## config.mk

```make
export PLATFORM = sky130hd
export DESIGN_NAME = mem_scan_ctrl
export DESIGN_NICKNAME = d
export VERILOG_FILES = /design/src/rtl/mem_scan_ctrl.sv
export SDC_FILE = /design/constraint.sdc
export NUM_CORES = 1
export LEC_CHECK = 0
export CAP_MARGIN = 25
export CORE_MARGIN = 2
export CORE_UTILIZATION = 30
export DETAILED_ROUTE_END_ITERATION = 10
export MAX_ROUTING_LAYER = met4
export PLACE_DENSITY = 0.56
export REMOVE_ABC_BUFFERS = 1
export SLEW_MARGIN = 10
export SYNTH_ARGS = -nofsm -noshare
export SYNTH_HDL_FRONTEND = slang
export SYNTH_SLANG_ARGS = --single-unit
```

## constraint.sdc

```tcl
create_clock -name clk -period 2.5 [get_ports clk]
set_input_delay 0.25 -clock clk [delete_from_list [all_inputs] [get_ports clk]]
set_output_delay 0.25 -clock clk [all_outputs]
set_load 0.03 [all_outputs]
```

## src/rtl/mem_scan_ctrl.sv

```systemverilog
// Address scan controller: walks addr from a low to a high bound (modulo 256),
// either dwell-timed (auto) or one step per pulse (manual), with abort and done.
module mem_scan_ctrl #(
  parameter int unsigned DWELL = 4
) (
  input  logic       clk,
  input  logic       rst,
  input  logic       start,
  input  logic       mode,
  input  logic       step,
  input  logic       abort,
  input  logic [7:0] lo_addr,
  input  logic [7:0] hi_addr,
  output logic [7:0] addr,
  output logic       rd_en,
  output logic       busy,
  output logic       done
);

  typedef enum logic [1:0] {
    IDLE   = 2'd0,
    AUTO   = 2'd1,
    MANUAL = 2'd2,
    FINISH = 2'd3
  } state_t;

  localparam logic [15:0] DWELL_LAST = 16'(DWELL - 1);

  state_t      state_reg, state_next;
  logic [7:0]  hi_reg, hi_next;
  logic [15:0] cnt_reg, cnt_next;
  logic [7:0]  addr_next;
  logic        rd_en_next, busy_next, done_next;

  always_ff @(posedge clk or posedge rst) begin
    if (rst) begin
      state_reg <= IDLE;
      hi_reg    <= 8'h00;
      cnt_reg   <= 16'd0;
      addr      <= 8'h00;
      rd_en     <= 1'b0;
      busy      <= 1'b0;
      done      <= 1'b0;
    end else begin
      state_reg <= state_next;
      hi_reg    <= hi_next;
      cnt_reg   <= cnt_next;
      addr      <= addr_next;
      rd_en     <= rd_en_next;
      busy      <= busy_next;
      done      <= done_next;
    end
  end

  // Outputs are computed one cycle ahead so every port comes straight off a flop.
  always_comb begin
    state_next = state_reg;
    hi_next    = hi_reg;
    cnt_next   = cnt_reg;
    addr_next  = addr;
    rd_en_next = 1'b0;
    busy_next  = 1'b0;
    done_next  = 1'b0;

    case (state_reg)
      IDLE: begin
        if (start && !abort) begin
          addr_next  = lo_addr;
          hi_next    = hi_addr;
          cnt_next   = 16'd0;
          rd_en_next = 1'b1;
          busy_next  = 1'b1;
          state_next = mode ? MANUAL : AUTO;
        end
      end

      AUTO: begin
        busy_next = 1'b1;
        if (abort) begin
          busy_next  = 1'b0;
          state_next = IDLE;
        end else if (cnt_reg == DWELL_LAST) begin
          cnt_next = 16'd0;
          if (addr == hi_reg) begin
            busy_next  = 1'b0;
            done_next  = 1'b1;
            state_next = FINISH;
          end else begin
            addr_next  = addr + 8'd1;
            rd_en_next = 1'b1;
          end
        end else begin
          cnt_next = cnt_reg + 16'd1;
        end
      end

      MANUAL: begin
        busy_next = 1'b1;
        if (abort) begin
          busy_next  = 1'b0;
          state_next = IDLE;
        end else if (step) begin
          if (addr == hi_reg) begin
            busy_next  = 1'b0;
            done_next  = 1'b1;
            state_next = FINISH;
          end else begin
            addr_next  = addr + 8'd1;
            rd_en_next = 1'b1;
          end
        end
      end

      FINISH: begin
        state_next = IDLE;
      end

      default: begin
        state_next = IDLE;
      end
    endcase
  end

endmodule

```

# Word-level counts from Yosys, hierarchy flattened
# Index checks and enable logic that the tools add are counted.
[word_totals] ff_bits=37 inputBits=22 output_inout_bits=11 wordCells=67
[classes] addsub=2 n_eq_ne=12 mux=37 reduce_logical=9
[ops] op="$mux W16" n=3
[ops] op="$mux W8" n=6
[ops] op="$pmux W16 S2" n=1
[ops] op="$pmux W8 S3" n=1
[ops] op="$add A16 B1 Y16 const B" n=1
[ops] op="$eq A16 B2 Y1 const B" n=1
[ops] op="$mux W1" n=15
[ops] op="$mux W2" n=7
[ops] op="$ne A2 B2 Y1 const B" n=5
[ops] op="$add A8 B1 Y8 const B" n=1
[ops] op="$eq A8 B8 Y1" n=1
[ops] op="$pmux W2 S4" n=1
[ops] op="$ne A3 B3 Y1 const B" n=2
[ops] op="$pmux W1 S3" n=2
[ops] op="$reduce_and A3 Y1" n=2
[ops] op="$reduce_and A6 Y1" n=1
[ops] op="$eq A2 B2 Y1 const B" n=2
[ops] op="$reduce_bool A3 Y1" n=1
[ops] op="$eq A2 B1 Y1 const B" n=1
[ops] op="$logic_not A2 Y1" n=1
[ops] op="$pmux W1 S2" n=1
[ops] op="$reduce_and A2 Y1" n=1
[ops] op="$reduce_bool A2 Y1" n=1
[ops] op="$logic_and A1 B1 Y1" n=1
[ops] op="$logic_not A1 Y1" n=1

# Longest topological paths before layout
[logic_depth] ltp_word=5 mapped_depth=9

# Least setup slack after synthesis
# Ideal clock, no wire load.
[synth_timing] kind="register to register" startpoint="reg cnt_reg[0]" endpoint="reg addr[0]" setup_time_ns=0.073 t_arrival_ns=2.093 required_ns=2.427 slack_ns=0.334 stages_incl_launch_ff=9 path_buffers=2 synth_period_minus_slack_ns=2.166 path_cell_list="dfrtp_1 ha_1 or4b_2 o41ai_4 and2_1 buf_6 and2_1 buf_4 a2bb2oi_2"
[synth_via] elab_chain_cells=3
[synth_rtl] element="start, declared" line_no="31" rtl="logic [15:0] cnt_reg, cnt_next;"
[synth_rtl] element="start signal, assigned" line_no="47" rtl="cnt_reg <= cnt_next;"
[synth_rtl] element="$eq A16 B2 Y1" line_no="82" rtl="end else if (cnt_reg == DWELL_LAST) begin"
[synth_rtl] element="$ne A2 B2 Y1 (no source line)"
[synth_rtl] element="$reduce_and A6 Y1 (no source line)"
[synth_rtl] element="end signal, assigned" line_no="48" rtl="addr <= addr_next;"
[synth_rtl] element="end, declared" line_no="14" rtl="output logic [7:0] addr,"
# No other way between the ends.
# A chain may end at the register's enable or synchronous reset.

# Final worst setup path
[layout_timing] startpoint="reg cnt_reg[0]" endpoint="reg cnt_reg[15]"
[layout_via] elab_chain_cells=4 word_cells_on_any_way=5 classes_between="1 x add/sub; 1 x eq/ne; 3 x mux"
[layout_rtl] element="$add A16 B1 Y16 or $eq A16 B2 Y1 (tied branches)" line_no="93, 82"
[layout_rtl] element="$mux W16 *" line_no="82"
[layout_rtl] element="$mux W16 *" line_no="79" rtl="if (abort) begin"
[layout_rtl] element="$pmux W16 S2 *" line_no="65" rtl="case (state_reg)"
# Every way passes the cells marked *; elsewhere a longest branch is shown, timed or not. The select of a mux whose other input is x is not followed.

==> results.toml <==
[finish]
largest_reg_flops = 16
syn2layout_area_growth_pct = 26.2
final_cell_area_mm2 = 0.00271
drive_gt1_frac = 0.133
final_nets = 291
final_core_util = 0.395
antenna_cells = 0

[route]
ant_nets = 0
via_per_inst = 5.06
drtIter0Drc = 136
vias = 1818
wire_per_inst_um = 14.3
wirelength_um = 5140
post-route-drc-count = 0
first_pass_iters = 4

[placed_design]
placed_area_mm2 = 0.00262
place.gp.congestion = 0.826
hpwlAfterDp_um = 3810
port_buffers = 32

[sta]
hold_violations = 0
tightest_slew_ps = 536
slew_violations = 0
fin_crit_sh = 0.931
setup_violations = 0
skew_ps = 8.47
maxSlewHeadroom = 0.633
fmax_ghz = 0.429
setup-tns-final_ps = 0
rsz0062_at_grt = "no"
period_minus_slack_ps = 2330

[setup_path]
end_kind = "flop"
start_kind = "flop"
crit_fanout = 11
criticalPathCategory = "reg -> reg"
arrival_ps = 2500
cp.required_ps = 2670

[global_routing]
antenna_found_initial = 0
gr-usage-met3 = 0.0252
grt_use_met2 = 0.256
grt-busiest-layer = "met2"
grt_use_met1 = 0.178
grt_pass1_vias = 1882
grt_max_degree = 38
grt_use_total = 0.147
grt_overflow = 0
grt_pass1_wl_um = 8860

[yosys]
synth_seq_cells = 37
synth_ff_type = "dfrtp_1"
synth_cell_types = 45
synth_edf_count = 0
async_reset_ff_frac = 1.00
synth_most_common_cell = "dfrtp_1"
netlist.area_leader.share = 0.430
synth_top_cell_by_area = "dfrtp_1"
syn_area_mm2 = 0.00215
yosysSeqAreaShare = 0.430
synth_area_leaders = "dfrtp_1 (43%), xor2_1 (4.9%), mux2_2 (4.7%)"
ys_top_cells_by_count = "dfrtp_1 (37), nand2_1 (21), nand3_1 (13), o21ai_0 (13)"
synth_area_per_cell_um2 = 9.73
yosysWarnings = 0
synth_cells = 221

[clocking]
root_buffer = "clkbuf_8"
hold_buffers = 0
max-clock-path-buffers = 2
post_cts_buffers = 0
htreeDepth = 2
ctsResizeCount = 0
cts_inserted_buffers = 5
clkTransAtPathRegs_ps = 80
clk_latency_ps = 290
numClockSinks = 37
cts_tree = "built"

[die]
initial_core_util = 0.313
die_w_um = 88.7
die_h_um = 88.7
io_pins = 33
fp.coreArea_mm2 = 0.00687
rows = 30
dieArea_mm2 = 0.00786

[status]
status = "finished, final reports clean"

[power_and_ir_drop]
leakage_nw = 1.13
ir_drop_v = 0.000741
power_density_mw_per_mm2 = 1090

[hold_path]
hp-class = "in -> async"

[job]
max_cap_violations = 0
==> critical path: stages (launching register included) <==
cell	delay, ps
dfrtp_1	400
ha_1	220
or4b_2	660
o41ai_4	280
buf_4	240
and2_1	320
nor2_1	100
==> final timing paths <==
kind | from | endpoint | slack, ps | cells after the start
min in group clk | cnt_reg[9]$_DFFE_PP0P_ | cnt_reg[9]$_DFFE_PP0P_ | 530 | 1
hold reg to reg | cnt_reg[9]$_DFFE_PP0P_ | cnt_reg[9]$_DFFE_PP0P_ | 530 | 1
setup reg to reg | cnt_reg[0]$_DFFE_PP0P_ | cnt_reg[15]$_DFFE_PP0P_ | 170 | 6
setup / recovery | cnt_reg[0]$_DFFE_PP0P_ | cnt_reg[15]$_DFFE_PP0P_ | 170 | 6
max in group asynchronous | rst | addr[4]$_DFFE_PP0P_ | 1790 | 3
hold / removal | rst | cnt_reg[8]$_DFFE_PP0P_ | 360 | 3
==> per-stage QoR <==
step | hold WS, ps | total power [W] | setup slack [ps] | std cells
floorplan | 316 | 0.00198 | 28.4 | 211
global placement | 499 | 0.00252 | 232 | 351
detailed placement | 514 | 0.00254 | 167 | 351
CTS | 387 | 0.00298 | 170 | 359
global route | 420 | 0.00320 | 58.7 | 359
finish | 362 | 0.00296 | 172 | 359
==> layer usage <==
layer	wire [µm]	part of all wire	vias up
met1	2340	0.46	889
met4	41	0.0080	0
met2	2610	0.51	41
met3	147	0.029	5
met5	0	0	-
li1	-	-	883
==> power breakdown <==
group / leakage, nW / switching, W / total (W) / internal [W]
Clock: 0.0445 / 0.000231 / 0.000429 / 0.000198
Combinational: 0.614 / 0.000849 / 0.00155 / 0.000702
Sequential: 0.472 / 0.000196 / 0.000976 / 0.000780
Total: 1.13 / 0.00128 / 0.00296 / 0.00168
==> cell families after synthesis <==
logic type,synth area share
XOR/XNOR,0.0652
AO/OA/AOI/OAI,0.165
buffers and inverters,0.0355
adder cells (fa/ha/maj),0.0407
multiplexers,0.0657
AND/OR/NAND/NOR,0.198
flip-flops,0.430
==> cell type report <==
type,instances,area (µm²)
Inverter,5,18.8
Sequential cell,37,926
Clock buffer,5,68.8
Multi-Input combinational cell,169,1150
Timing Repair Buffer,44,410
Tap cell,96,120
Fill cell,692,4160
Clock inverter,3,21.3
==> placed cells by master (no fill, tap or decap), drive strengths merged, types with 3 or more instances in the layout <==
master	synthesis	final
dfrtp	37	37
nand2b	4	4
ha	7	7
clkdlybuf4s50	0	32
clkbuf	6	5
xnor2	4	4
inv	5	6
o31ai	5	5
nor3	3	3
mux2	9	9
a31oi	5	5
buf	4	12
and3	4	4
nand2	21	21
nor4	3	3
o21ai	13	13
a21oi	12	12
and2	6	6
xor2	12	12
nor2b	3	3
nand3	13	13
mux2i	4	4
nor2	12	12
nand4	5	5
No activity file was read; power rests on OpenSTA's default activity.
